File: src/rtl/dav_phase_align.sv
// dav_phase_align: DAV receive-path training controller.
//
// Walks the four select settings of every per-channel DAV synchronizer. At each setting it
// runs NTRIAL trials. A trial is one MARK followed by a check that the synchronizer output
// is 0,1,0 at LAT-1, LAT and LAT+1 cycles after the MARK. A channel locks to the first
// setting at which every trial passes. Synchronizer enables are masked (KILL) while
// training runs.
//
// Ports
//   C        in   clock, rising edge
//   RST      in   asynchronous active-high reset
//   START    in   one-cycle pulse; begins a run (ignored while BUSY)
//   MARK     in   one-cycle pulse; the remote side is emitting one training pulse
//   Q        in   [NCH]   synchronizer outputs
//   KILL_IN  in   external mask request
//   S        out  [2*NCH] per-channel select, S[2i+1:2i] for channel i
//   KILL     out  BUSY | KILL_IN (combinational)
//   BUSY     out  run in progress
//   DONE     out  run finished; held until the next START or reset
//   LOCKED   out  [NCH]   channel found a passing setting
//   TIMEOUT  out  run ended because no MARK arrived within TMO cycles
module dav_phase_align #(
  parameter int unsigned NCH    = 4,
  parameter int unsigned LAT    = 4,     // must be >= 2
  parameter int unsigned NTRIAL = 8,
  parameter int unsigned SETTLE = 4,     // must be >= 1
  parameter int unsigned TMO    = 1023
) (
  input  logic             C,
  input  logic             RST,
  input  logic             START,
  input  logic             MARK,
  input  logic [NCH-1:0]   Q,
  input  logic             KILL_IN,
  output logic [2*NCH-1:0] S,
  output logic             KILL,
  output logic             BUSY,
  output logic             DONE,
  output logic [NCH-1:0]   LOCKED,
  output logic             TIMEOUT
);

  localparam int unsigned DW = $clog2(LAT + 2);
  localparam int unsigned TW = $clog2(NTRIAL + 1);
  localparam int unsigned SW = (SETTLE > 1) ? $clog2(SETTLE) : 1;
  localparam int unsigned OW = $clog2(TMO + 1);

  localparam logic [DW-1:0] DPre  = DW'(LAT - 1);
  localparam logic [DW-1:0] DHit  = DW'(LAT);
  localparam logic [DW-1:0] DPost = DW'(LAT + 1);
  localparam logic [TW-1:0] TLast = TW'(NTRIAL - 1);
  localparam logic [SW-1:0] SLast = SW'(SETTLE - 1);
  localparam logic [OW-1:0] OLast = OW'(TMO - 1);

  typedef enum logic [2:0] {
    StIdle,
    StSettle,
    StWaitMark,
    StCheck,
    StNext,
    StFinish
  } state_e;

  state_e             state_q, state_d;
  logic [1:0]         k_q, k_d;            // select currently being scanned
  logic [TW-1:0]      t_q, t_d;            // trials completed at this select
  logic [DW-1:0]      d_q, d_d;            // cycles since the MARK edge
  logic [SW-1:0]      scnt_q, scnt_d;      // settle counter
  logic [OW-1:0]      tmo_q, tmo_d;        // cycles spent waiting for MARK
  logic [NCH-1:0]     good_q, good_d;      // no failed trial yet at this select
  logic [NCH-1:0]     locked_q, locked_d;
  logic [2*NCH-1:0]   sel_q, sel_d;        // latched setting, valid where locked
  logic               done_q, done_d;
  logic               timeout_q, timeout_d;
  logic [NCH-1:0]     new_lock;
  logic               busy;

  always_ff @(posedge C or posedge RST) begin
    if (RST) begin
      state_q   <= StIdle;
      k_q       <= '0;
      t_q       <= '0;
      d_q       <= '0;
      scnt_q    <= '0;
      tmo_q     <= '0;
      good_q    <= '0;
      locked_q  <= '0;
      sel_q     <= '0;
      done_q    <= 1'b0;
      timeout_q <= 1'b0;
    end else begin
      state_q   <= state_d;
      k_q       <= k_d;
      t_q       <= t_d;
      d_q       <= d_d;
      scnt_q    <= scnt_d;
      tmo_q     <= tmo_d;
      good_q    <= good_d;
      locked_q  <= locked_d;
      sel_q     <= sel_d;
      done_q    <= done_d;
      timeout_q <= timeout_d;
    end
  end

  always_comb begin
    state_d   = state_q;
    k_d       = k_q;
    t_d       = t_q;
    d_d       = d_q;
    scnt_d    = scnt_q;
    tmo_d     = tmo_q;
    good_d    = good_q;
    locked_d  = locked_q;
    sel_d     = sel_q;
    done_d    = done_q;
    timeout_d = timeout_q;
    new_lock  = ~locked_q & good_q;

    unique case (state_q)
      StIdle: begin
        if (START) begin
          done_d    = 1'b0;
          locked_d  = '0;
          sel_d     = '0;
          timeout_d = 1'b0;
          k_d       = 2'd0;
          t_d       = '0;
          good_d    = '1;
          scnt_d    = '0;
          state_d   = StSettle;
        end
      end

      StSettle: begin
        if (scnt_q == SLast) begin
          tmo_d   = '0;
          state_d = StWaitMark;
        end else begin
          scnt_d = scnt_q + 1'b1;
        end
      end

      StWaitMark: begin
        // A MARK on the final allowed cycle still counts.
        if (MARK) begin
          d_d     = '0;
          state_d = StCheck;
        end else if (tmo_q == OLast) begin
          timeout_d = 1'b1;
          state_d   = StFinish;
        end else begin
          tmo_d = tmo_q + 1'b1;
        end
      end

      StCheck: begin
        // MARK is not looked at here, so extra marks are dropped.
        d_d = d_q + 1'b1;
        if (d_q == DPre) begin
          good_d = good_q & ~Q;
        end else if (d_q == DHit) begin
          good_d = good_q & Q;
        end else if (d_q == DPost) begin
          good_d = good_q & ~Q;
          d_d    = d_q;
          t_d    = t_q + 1'b1;
          tmo_d  = '0;
          state_d = (t_q == TLast) ? StNext : StWaitMark;
        end
      end

      StNext: begin
        locked_d = locked_q | new_lock;
        for (int unsigned i = 0; i < NCH; i++) begin
          if (new_lock[i]) begin
            sel_d[2*i +: 2] = k_q;
          end
        end
        if ((&locked_d) || (k_q == 2'd3)) begin
          state_d = StFinish;
        end else begin
          k_d     = k_q + 2'd1;
          t_d     = '0;
          good_d  = '1;
          scnt_d  = '0;
          state_d = StSettle;
        end
      end

      StFinish: begin
        done_d  = 1'b1;
        state_d = StIdle;
      end

      default: state_d = StIdle;
    endcase
  end

  assign busy = (state_q != StIdle);

  // Locked channels hold their setting; the rest follow the scan, then park at 0.
  always_comb begin
    S = '0;
    for (int unsigned i = 0; i < NCH; i++) begin
      if (locked_q[i]) begin
        S[2*i +: 2] = sel_q[2*i +: 2];
      end else if (busy) begin
        S[2*i +: 2] = k_q;
      end
    end
  end

  assign KILL    = busy | KILL_IN;
  assign BUSY    = busy;
  assign DONE    = done_q;
  assign LOCKED  = locked_q;
  assign TIMEOUT = timeout_q;

endmodule

File: config.mk
export PLATFORM = sky130hd
export DESIGN_NAME = dav_phase_align
export DESIGN_NICKNAME = d
export VERILOG_FILES = /design/src/rtl/dav_phase_align.sv
export SDC_FILE = /design/constraint.sdc
export NUM_CORES = 1
export LEC_CHECK = 0
export BUFFER_PORTS_ARGS = -buffer_cell sky130_fd_sc_hd__buf_2
export CELL_PAD_IN_SITES_DETAIL_PLACEMENT = 0
export CELL_PAD_IN_SITES_GLOBAL_PLACEMENT = 2
export CORE_UTILIZATION = 33
export DETAILED_ROUTE_END_ITERATION = 12
export MAX_ROUTING_LAYER = met4
export PLACE_DENSITY_LB_ADDON = 0.1
export SETUP_SLACK_MARGIN = 0.05
export SYNTH_ARGS = -nofsm -noshare
export SYNTH_HDL_FRONTEND = slang
export SYNTH_SLANG_ARGS = --single-unit
export TNS_END_PERCENT = 5
File: constraint.sdc
create_clock -name C -period 2 [get_ports C]
set_input_delay 0.4 -clock C [delete_from_list [all_inputs] [get_ports C]]
set_output_delay 0.4 -clock C [all_outputs]
set_load 0.01 [all_outputs]
==> results_dict.tcl <==
set metrics [dict create \
    gp_congestion 0.756 \
    finalSetupTns_ns 0 \
    crit_type "reg -> reg" \
    worst_pin_slew_ns 0.613 \
    final_util_pct 41.4 \
    internal_power_mw 2.32 \
    fin_hold_ws_ns 0.218 \
    yosysWarnings 0 \
    die-area_mm2 0.00779 \
    critPathMaxFanout 4 \
    drc_errors 0 \
    setup_violations 0 \
    yosys-mux-area-fraction_pct 4.58 \
    drv_cap 0 \
    pwr_density_cell_mw_per_mm2 1290 \
    fp.dieH_um 88.3 \
    core_mm2 0.00721 \
    via_count 2108 \
    place_area_mm2 0.00283 \
    met2_length_mm 2.83 \
    grt_max_degree 43 \
    cts_tree "done" \
    status "finished, final reports clean" \
    synth-seq-cells 42 \
    overflow 0 \
    r2r_start "d_q[0]" \
    startpoint "d_q[0]" \
    dp_worst_setup_slack_ns 0.0389 \
    ioPinCount 25 \
    finalPower_mw 3.86 \
    detailedPlacementHpwl_mm 4.52 \
    synth_area_mm2 0.00246 \
    grt_pass1_vias 2023 \
    ys_seq_area_share_pct 42.8 \
    fmax_mhz 514 \
    post_drt_wl_per_cell_um 14.6 \
    wl_met1_mm 3.08 \
    clock-sinks 42 \
    ant_nets 0 \
    grt.total_usage_pct 17.8 \
    row_count 31 \
    synth-compound-area-share_pct 22.9 \
    hold_class "in -> async" \
    async_flop_share_pct 100 \
    synth_flop_cell "dfrtp_1" \
    io_buffers 24 \
    grt_pass1_wl_mm 10.2 \
    synth_xor_xnor_area_share_pct 1.43 \
    relSlewSlack_pct 58.5 \
    cp.arrival_ns 2.13 \
    clk_pin_slew_worst_paths_ns 0.10 \
    yosys-top-cells-area "dfrtp_1 43%, o21ai_0 5.1%, ha_1 4.6%" \
    fin_crit_ns 1.95 \
    finalClockSkew_ns 0.0110 \
    dieWidth_um 88.3 \
    avgViaCountPerCell 5.04 \
    hold_violations 0 \
    p_comb_share_pct 43.4 \
    cellLeakagePower_nw 1.30 \
    synth-edff-count 0 \
    ir_drop_v 0.000465 \
    drv_slew 0 \
    power.switching_mw 1.54 \
    start_util_pct 34.0 \
    clock_latency_ns 0.30 \
    seqPwrFrac_pct 35.2 \
    rsz0062_at_grt "yes" \
    cp.required_ns 2.19 \
    hold_buffers 0 \
    drtIter0Drc 79 \
    end_kind "register" \
    ctsLongestPathBuffers 2 \
    yosysUniqueCellTypes 45 \
    drive_gt1_share_pct 20.7 \
    layout_setup_ws_ns 0.0527 \
    netlist.area_leader.share_pct 42.8 \
    htree_levels 2 \
    syn2layout_area_growth_pct 21.7 \
    p_clk_share_pct 21.3 \
    finalCritPeriodShare_pct 97.4 \
    syn_inst 277 \
    yosysTopAreaCell "dfrtp_1" \
    cp-start-kind "register" \
    ctsRootBufferMaster "clkbuf_8" \
    dp_cells 410 \
    antenna_found_initial 0 \
    swShare_pct 39.8 \
    num-nets-final 336 \
    synth_top_family_by_area "compound AO/OA/AOI/OAI gates" \
    syn-num-nets 295 \
    route.met3.wl_um 139 \
    stdcell_count 418 \
    syn_avg_cell_area_um2 8.87 \
    cts_buffers 5 \
    top_layer "met4" \
    synth-simple-area-share_pct 18.5 \
    firstDrtPassIters 4 \
    totalWireLength_mm 6.12 \
    final_area_mm2 0.00299 \
    diodes 0 \
    synth-adder-area-share_pct 4.58 \
]
what timing repair did:
item | 4_1_cts | 5_1_grt
endpoints found under the setup margin | 12 | 26
buffers inserted | 0 | 0
resized for setup | 4 | 7
endpoints found under the hold margin | 0 | 0
synth_stat cells (3+ instances only):
| master | n |
|---|---|
| dfrtp_1 | 42 |
| nand2_1 | 29 |
| o21ai_0 | 25 |
| inv_1 | 24 |
| nor2_1 | 20 |
| a21oi_1 | 19 |
| nand3_1 | 13 |
| ha_1 | 9 |
| mux2i_1 | 9 |
| a31oi_1 | 8 |
| nor3_1 | 7 |
| a22o_1 | 6 |
| clkbuf_1 | 5 |
| nor2b_1 | 5 |
| a41oi_1 | 4 |
| buf_2 | 4 |
| o31ai_1 | 4 |
| xor2_1 | 4 |
| nand2b_1 | 3 |
| nand3b_1 | 3 |
| nand4_1 | 3 |
| o21bai_1 | 3 |
worst paths after layout:
| kind | cells after the start | endpoint | slack (ns) |
|---|---|---|---|
| setup / recovery | 6 | tmo_q[1] | 0.05 |
| hold / removal | 3 | tmo_q[4] | 0.22 |
| setup reg to reg | 6 | tmo_q[1] | 0.05 |
| hold reg to reg | 1 | tmo_q[8] | 0.50 |
| max in group asynchronous | 3 | state_q[1] | 1.37 |
| min in group C | 4 | good_q[1] | 0.41 |
cell families (layout without fill, tap and decap cells):
logic type	count (synthesis)	in the layout
multiplexers	11	11
AO/OA/AOI/OAI	85	85
adder cells (fa/ha/maj)	9	9
AND/OR/NAND/NOR	93	93
buffers and inverters	33	75
flip-flops	42	42
XOR/XNOR	4	4
power by group through the flow:
stage	logic, mW	registers, mW	clock network (mW)
detailed placement	1.66	1.37	0
floorplan	1.14	1.28	0
global placement	1.66	1.37	0
global route	1.91	1.40	0.894
CTS	1.69	1.35	0.863
finish	1.68	1.36	0.824
per-layer routing:
layer / GRT usage, % / up-vias
met1: 23.4 / 991
met5: - / -
met4: 4.84 / 0
met3: 3.17 / 4
met2: 28.0 / 27
li1: - / 1086
cells in the final DEF, fill, tap and decap left out, types with 2 or more instances in the layout:
cell type,count
nand2_1,27
xor2_1,4
clkbuf_8,5
dfrtp_1,40
nand3b_1,3
a21oi_1,18
nor2_1,20
o31ai_1,4
buf_2,24
inv_1,22
a31oi_1,8
ha_1,7
a22o_1,6
or2_2,2
nand4_1,3
mux2i_1,9
nand2_2,2
nor4_1,2
bufinv_16,2
o22ai_1,2
dfrtp_2,2
a211oi_1,2
nand3_1,13
nor2b_1,5
o221ai_1,2
o21bai_1,3
buf_4,18
nor3_1,6
o21ai_0,24
nand2b_1,3
a41oi_1,4
worst max-delay path, stage by stage (launching register included):
cell      delay, ns
dfrtp_1        0.42
ha_2           0.20
ha_4           0.16
and4bb_1       0.34
a21oi_2        0.09
a221oi_4       0.31
mux2_4         0.32
state kept, by name, summed over array words and instances (netlist names):
| signal | flops |
|---|---|
| TIMEOUT | 1 |
| LOCKED | 4 |
| t_q | 4 |
| k_q | 2 |
| tmo_q | 10 |
| sel_q | 8 |
| good_q | 4 |
| scnt_q | 2 |
| DONE | 1 |
| d_q | 3 |
| state_q | 3 |
cell type report:
| class | count | area, um^2 |
|---|---|---|
| Clock buffer | 5 | 68.8 |
| Clock inverter | 3 | 68.8 |
| Fill cell | 762 | 4230 |
| Multi-Input combinational cell | 202 | 1320 |
| Tap cell | 99 | 124 |
| Inverter | 24 | 90.1 |
| Sequential cell | 42 | 1050 |
| Timing Repair Buffer | 43 | 267 |
Power figures use the tool's default switching activity.
